### config.mk
export PLATFORM = sky130hd
export DESIGN_NAME = sprite_row_scheduler
export DESIGN_NICKNAME = d
export VERILOG_FILES = /design/src/rtl/sprite_row_scheduler.sv
export SDC_FILE = /design/constraint.sdc
export NUM_CORES = 1
export LEC_CHECK = 0
export ABC_AREA = 1
export CAP_MARGIN = 0
export CORE_MARGIN = 4
export CORE_UTILIZATION = 58
export CTS_CLUSTER_SIZE = 10
export DETAILED_ROUTE_END_ITERATION = 10
export GPL_ROUTABILITY_DRIVEN = 0
export PLACE_DENSITY_LB_ADDON = 0.05
export SLEW_MARGIN = 40
export SYNTH_ARGS = -nofsm -noshare
export SYNTH_HDL_FRONTEND = slang
export SYNTH_SLANG_ARGS = --single-unit
### constraint.sdc
create_clock -name clk -period 4.15 [get_ports clk]
set_input_delay 0.6225 -clock clk [delete_from_list [all_inputs] [get_ports clk]]
set_output_delay 0.6225 -clock clk [all_outputs]
set_load 0.005 [all_outputs]
### src/rtl/sprite_row_scheduler.sv
// Per-scanline sprite row sequencer with a host attribute-write queue
// that only drains into the engine's attribute RAM between row builds.
module sprite_row_scheduler #(
    parameter  int NUM_SPRITE = 32,
    parameter  int FIFO_DEPTH = 8,
    parameter  int H_TRIGGER  = 640,
    localparam int IW         = $clog2(NUM_SPRITE)
) (
    input  logic          clk,
    input  logic          reset,
    input  logic [10:0]   hcount,
    input  logic [9:0]    vcount,
    input  logic          host_wr,
    input  logic [IW-1:0] host_idx,
    input  logic [31:0]   host_data,
    input  logic          clear_flags,
    input  logic          eng_done,
    output logic          sprite_start,
    output logic          spr_wr_en,
    output logic [IW-1:0] spr_wr_idx,
    output logic [31:0]   spr_wr_data,
    output logic          lb_draw_sel,
    output logic          busy,
    output logic          fifo_full,
    output logic          overrun,
    output logic          drop,
    output logic [7:0]    overrun_cnt
);

    localparam int AW = $clog2(FIFO_DEPTH);
    localparam int EW = IW + 32;

    typedef enum logic {
        IDLE,
        RUN
    } state_e;

    state_e        state_q, state_d;
    logic [1:0]    guard_q, guard_d;
    logic          start_q, start_d;
    logic          lb_q, lb_d;
    logic          ovr_q, ovr_d;
    logic [7:0]    cnt_q, cnt_d;
    logic          drop_q, drop_d;

    logic [AW:0]   count_q, count_d;
    logic [AW-1:0] wr_ptr_q, rd_ptr_q;
    logic          full_q;
    logic [EW-1:0] mem [FIFO_DEPTH];

    logic          wen_q;
    logic [IW-1:0] widx_q;
    logic [31:0]   wdata_q;

    logic trig;
    logic full;
    logic push;
    logic pop;

    // Vblank lines 479..523 never launch a row; 524 preloads line 0.
    assign trig = (hcount == 11'(H_TRIGGER))
               && ((vcount < 10'd479) || (vcount == 10'd524));

    assign full = (count_q == (AW+1)'(FIFO_DEPTH));
    assign push = host_wr && !full;

    // Keep the RAM quiet around the launch so the row sees a stable table.
    assign pop  = (count_q != '0)
               && (state_q == IDLE)
               && !trig
               && (hcount != 11'(H_TRIGGER - 1))
               && (hcount != 11'(H_TRIGGER));

    always_comb begin
        state_d = state_q;
        guard_d = guard_q;
        start_d = 1'b0;
        lb_d    = lb_q;
        ovr_d   = ovr_q;
        cnt_d   = cnt_q;
        unique case (state_q)
            IDLE: begin
                if (trig) begin
                    start_d = 1'b1;
                    lb_d    = ~lb_q;
                    guard_d = 2'd2;
                    state_d = RUN;
                end
            end
            RUN: begin
                if (guard_q != 2'd0) begin
                    guard_d = guard_q - 2'd1;
                end
                if (trig) begin
                    ovr_d = 1'b1;
                    if (cnt_q != 8'hFF) begin
                        cnt_d = cnt_q + 8'd1;
                    end
                end else if ((guard_q == 2'd0) && eng_done) begin
                    state_d = IDLE;
                end
            end
            default: state_d = IDLE;
        endcase
        if (clear_flags) begin
            ovr_d = 1'b0;
            cnt_d = 8'd0;
        end
    end

    always_comb begin
        count_d = count_q;
        unique case ({push, pop})
            2'b10:   count_d = count_q + (AW+1)'(1);
            2'b01:   count_d = count_q - (AW+1)'(1);
            default: count_d = count_q;
        endcase
        drop_d = drop_q | (host_wr & full);
        if (clear_flags) begin
            drop_d = 1'b0;
        end
    end

    always_ff @(posedge clk or negedge reset) begin
        if (!reset) begin
            state_q <= IDLE;
            guard_q <= 2'd0;
            start_q <= 1'b0;
            lb_q    <= 1'b0;
            ovr_q   <= 1'b0;
            cnt_q   <= 8'd0;
            drop_q  <= 1'b0;
        end else begin
            state_q <= state_d;
            guard_q <= guard_d;
            start_q <= start_d;
            lb_q    <= lb_d;
            ovr_q   <= ovr_d;
            cnt_q   <= cnt_d;
            drop_q  <= drop_d;
        end
    end

    always_ff @(posedge clk or negedge reset) begin
        if (!reset) begin
            count_q  <= '0;
            wr_ptr_q <= '0;
            rd_ptr_q <= '0;
            full_q   <= 1'b0;
            wen_q    <= 1'b0;
            widx_q   <= '0;
            wdata_q  <= '0;
        end else begin
            count_q <= count_d;
            full_q  <= (count_d == (AW+1)'(FIFO_DEPTH));
            wen_q   <= pop;
            if (push) begin
                wr_ptr_q <= wr_ptr_q + AW'(1);
            end
            if (pop) begin
                rd_ptr_q <= rd_ptr_q + AW'(1);
                {widx_q, wdata_q} <= mem[rd_ptr_q];
            end
        end
    end

    always_ff @(posedge clk) begin
        if (push) begin
            mem[wr_ptr_q] <= {host_idx, host_data};
        end
    end

    assign sprite_start = start_q;
    assign spr_wr_en    = wen_q;
    assign spr_wr_idx   = widx_q;
    assign spr_wr_data  = wdata_q;
    assign lb_draw_sel  = lb_q;
    assign busy         = (state_q == RUN);
    assign fifo_full    = full_q;
    assign overrun      = ovr_q;
    assign drop         = drop_q;
    assign overrun_cnt  = cnt_q;

endmodule

==> impl_metrics.tcl <==
set metrics [dict create \
    critical_path_class "in2reg" \
    p_per_area_nw_per_um2 695 \
    crit_family "simple AND/OR/NAND/NOR gates" \
    clk_pin_slew_ns 0.06 \
    cp-start-kind "input port" \
    die_x_um 166 \
    dr.first_iter.drc_count 825 \
    syn_nets 1270 \
    fill_cells 1728 \
    timing.max_cap.violations 0 \
    crit_fanout 5 \
    dieHeight_um 166 \
    fin_skew_ns 0.00828 \
    ctsHoldBuffers 0 \
    finalSetupViolations 0 \
    syn_to_final_growth_pct 18.1 \
    dpl.hpwl_um 17200 \
    crit_buf_inv 3 \
    outcome "finished clean" \
    netlist_area_um2 14500 \
    hold_path_class "in2async" \
    tightest_slew_ns 0.809 \
    multi_input_area_um2 3570 \
    max_stage_delay_ns 0.45 \
    cts_tree "built" \
    grt_max_degree 89 \
    post-route-period-util_pct 59.1 \
    ant_nets 0 \
    routedWlPerCell_um 18.3 \
    vias 9261 \
    min_period_ns 2.45 \
    drive_above_1_share_pct 6.71 \
    cp.required_ns 4.56 \
    crit_path_cell_trace "clkdlybuf4s50_1, inv_1, nor3_1, nand3_1, nand3_4, inv_2, ha_1, fa_1, xor2_1, nand2_1, o21ai_0, nor3_1, and2_1" \
    synth_edf_count 296 \
    num-nets-final 1382 \
    yosys_register_bits 360 \
    drt_pass1_iterations 6 \
    drc 0 \
    final_area_um2 17200 \
    floorplan.initialDensity_pct 59.4 \
    grt_use_total_pct 21.9 \
    synthCells 1199 \
    cp_slowest_cell "clkdlybuf4s50_1" \
    hold_violations 0 \
    port_buffers 114 \
    finalNonFillerCells 1667 \
    syn_area_per_cell_um2 12.1 \
    grt_pass1_vias 9031 \
    overflow 0 \
    ir_worst_vdd_mv 0.519 \
    final_common_cell "edfxtp_1" \
    fmax_mhz 408 \
    crit_path_frequent_cell "nor3_1" \
    yosysTopAreaCellShare_pct 61.2 \
    rsz0062_at_grt "false" \
    cp.arrival_ns 2.86 \
    io-pin-count 115 \
    core_area_um2 24500 \
    die-area_um2 27600 \
    async_reset_ff_share_pct 17.8 \
    wl_um 30500 \
    htree_levels 2 \
    cts_setup_buffers 0 \
    synth-main-ff-cell "edfxtp_1" \
    fin_util_pct 70.2 \
    p_leak_nw 6.08 \
    cts_buffers 42 \
    antenna_found_initial 2 \
    end_kind "flip-flop" \
    synth.lib_cells_used.distinct 32 \
    yosys_warnings 0 \
    seq_area_um2 10500 \
    worstSkewPairLatency_ns 0.52 \
    vias_per_cell 5.56 \
    slew_violations 0 \
    numPlacedInstances 1591 \
    tns_ns 0 \
    ctsResizeCount 0 \
    synth_seq_area_share_pct 72.2 \
    rows 57 \
    synth_top_area_cell "edfxtp_1" \
    grt_pass1_wl_um 48900 \
    place_area_um2 15900 \
    clockBufferDepth 3 \
    cts-root-buf "clkbuf_16" \
    relSlewSlack_pct 46.1 \
    cts.sink_count 360 \
    yosys-top-cells-area "edfxtp_1 (61%), dfrtp_1 (11%), nor2_1 (6.6%)" \
    final_cell_mix "edfxtp_1 (296), nor2_1 (249), nand2_1 (146)" \
]
area by class of cell:
class,count,area share [%]
multi-input combinational,734,20.8
antenna,2,0.0292
clock buffer,72,6.90
sequential,360,61.2
timing repair buffer,135,7.60
inverter,38,0.875
clock inverter,2,0.270
tap,324,2.36
cells in the mapped netlist (3+ instances only):
cell type	number
edfxtp_1	296
nor2_1	257
nand2_1	146
o21ai_0	118
o211ai_1	74
o21ai_1	73
dfrtp_1	64
inv_1	35
clkbuf_1	23
buf_2	20
nand3_1	17
buf_4	15
nand4_1	13
buf_6	7
ha_1	7
a21oi_1	5
xnor2_1	5
xor2_1	4
nor3_1	3
where the power goes:
part / total, W / internal (W) / switching [W] / leakage, nW
Sequential: 0.00491 / 0.00465 / 0.000261 / 3.45
Clock: 0.00331 / 0.00199 / 0.00132 / 0.586
Combinational: 0.00370 / 0.00135 / 0.00236 / 2.04
Total: 0.0119 / 0.00799 / 0.00394 / 6.08
cell families after synthesis:
family / count (synthesis) / synth area share (%)
AOI/OAI and AO/OA: 271 / 10.6
xor gates and xnor gates: 9 / 0.543
adders and majority gates: 8 / 0.741
buffers and inverters: 105 / 3.67
DFF: 360 / 72.2
and+or+nand+nor: 446 / 12.2
per-layer routing:
layer | GRT usage, % | routed length, µm | vias up
met4 | 5.91 | 560 | 0
li1 | - | - | 4480
met2 | 36.8 | 15000 | 228
met3 | 3.93 | 1550 | 46
met5 | 0 | 0 | -
met1 | 30.0 | 13400 | 4507
metrics by stage:
stage                     hold WS (ns)  worst slack (ns)  power, W
final                            0.120              1.70    0.0119
after global routing             0.177              1.53    0.0127
after CTS                        0.135              1.69    0.0121
after detailed placement         0.477              1.12   0.00873
after global placement           0.470              1.21   0.00863
after floorplan                  0.327             0.992   0.00745
sequential cells by signal, indices dropped and copies added (netlist names), 2 cells and up:
register and cells:
count_q 4, guard_q 2, mem 296, overrun_cnt 8
rd_ptr_q 3, spr_wr_data 32, spr_wr_idx 5, wr_ptr_q 3
worst paths after layout:
| path | from | end | slack [ns] | depth (start not counted) |
|---|---|---|---|---|
| hold / removal | reset | overrun_cnt[3] | 0.12 | 1 |
| min in group clk | spr_wr_data[12] | spr_wr_data[12] | 0.49 | 2 |
| hold reg to reg | spr_wr_data[12] | spr_wr_data[12] | 0.49 | 2 |
| setup reg to reg | count_q[0] | mem[0][34] | 1.71 | 7 |
| max in group asynchronous | reset | rd_ptr_q[0] | 3.54 | 1 |
| setup / recovery | hcount[3] | fifo_full | 1.70 | 13 |
worst reg2reg max path: cells and delay by family, from the launching register on:
kind                   cells  cell delay, ns
buffers and inverters      2            0.46
and+or+nand+nor            5            1.22
DFF                        1            0.45
Power figures use the tool's default switching activity.
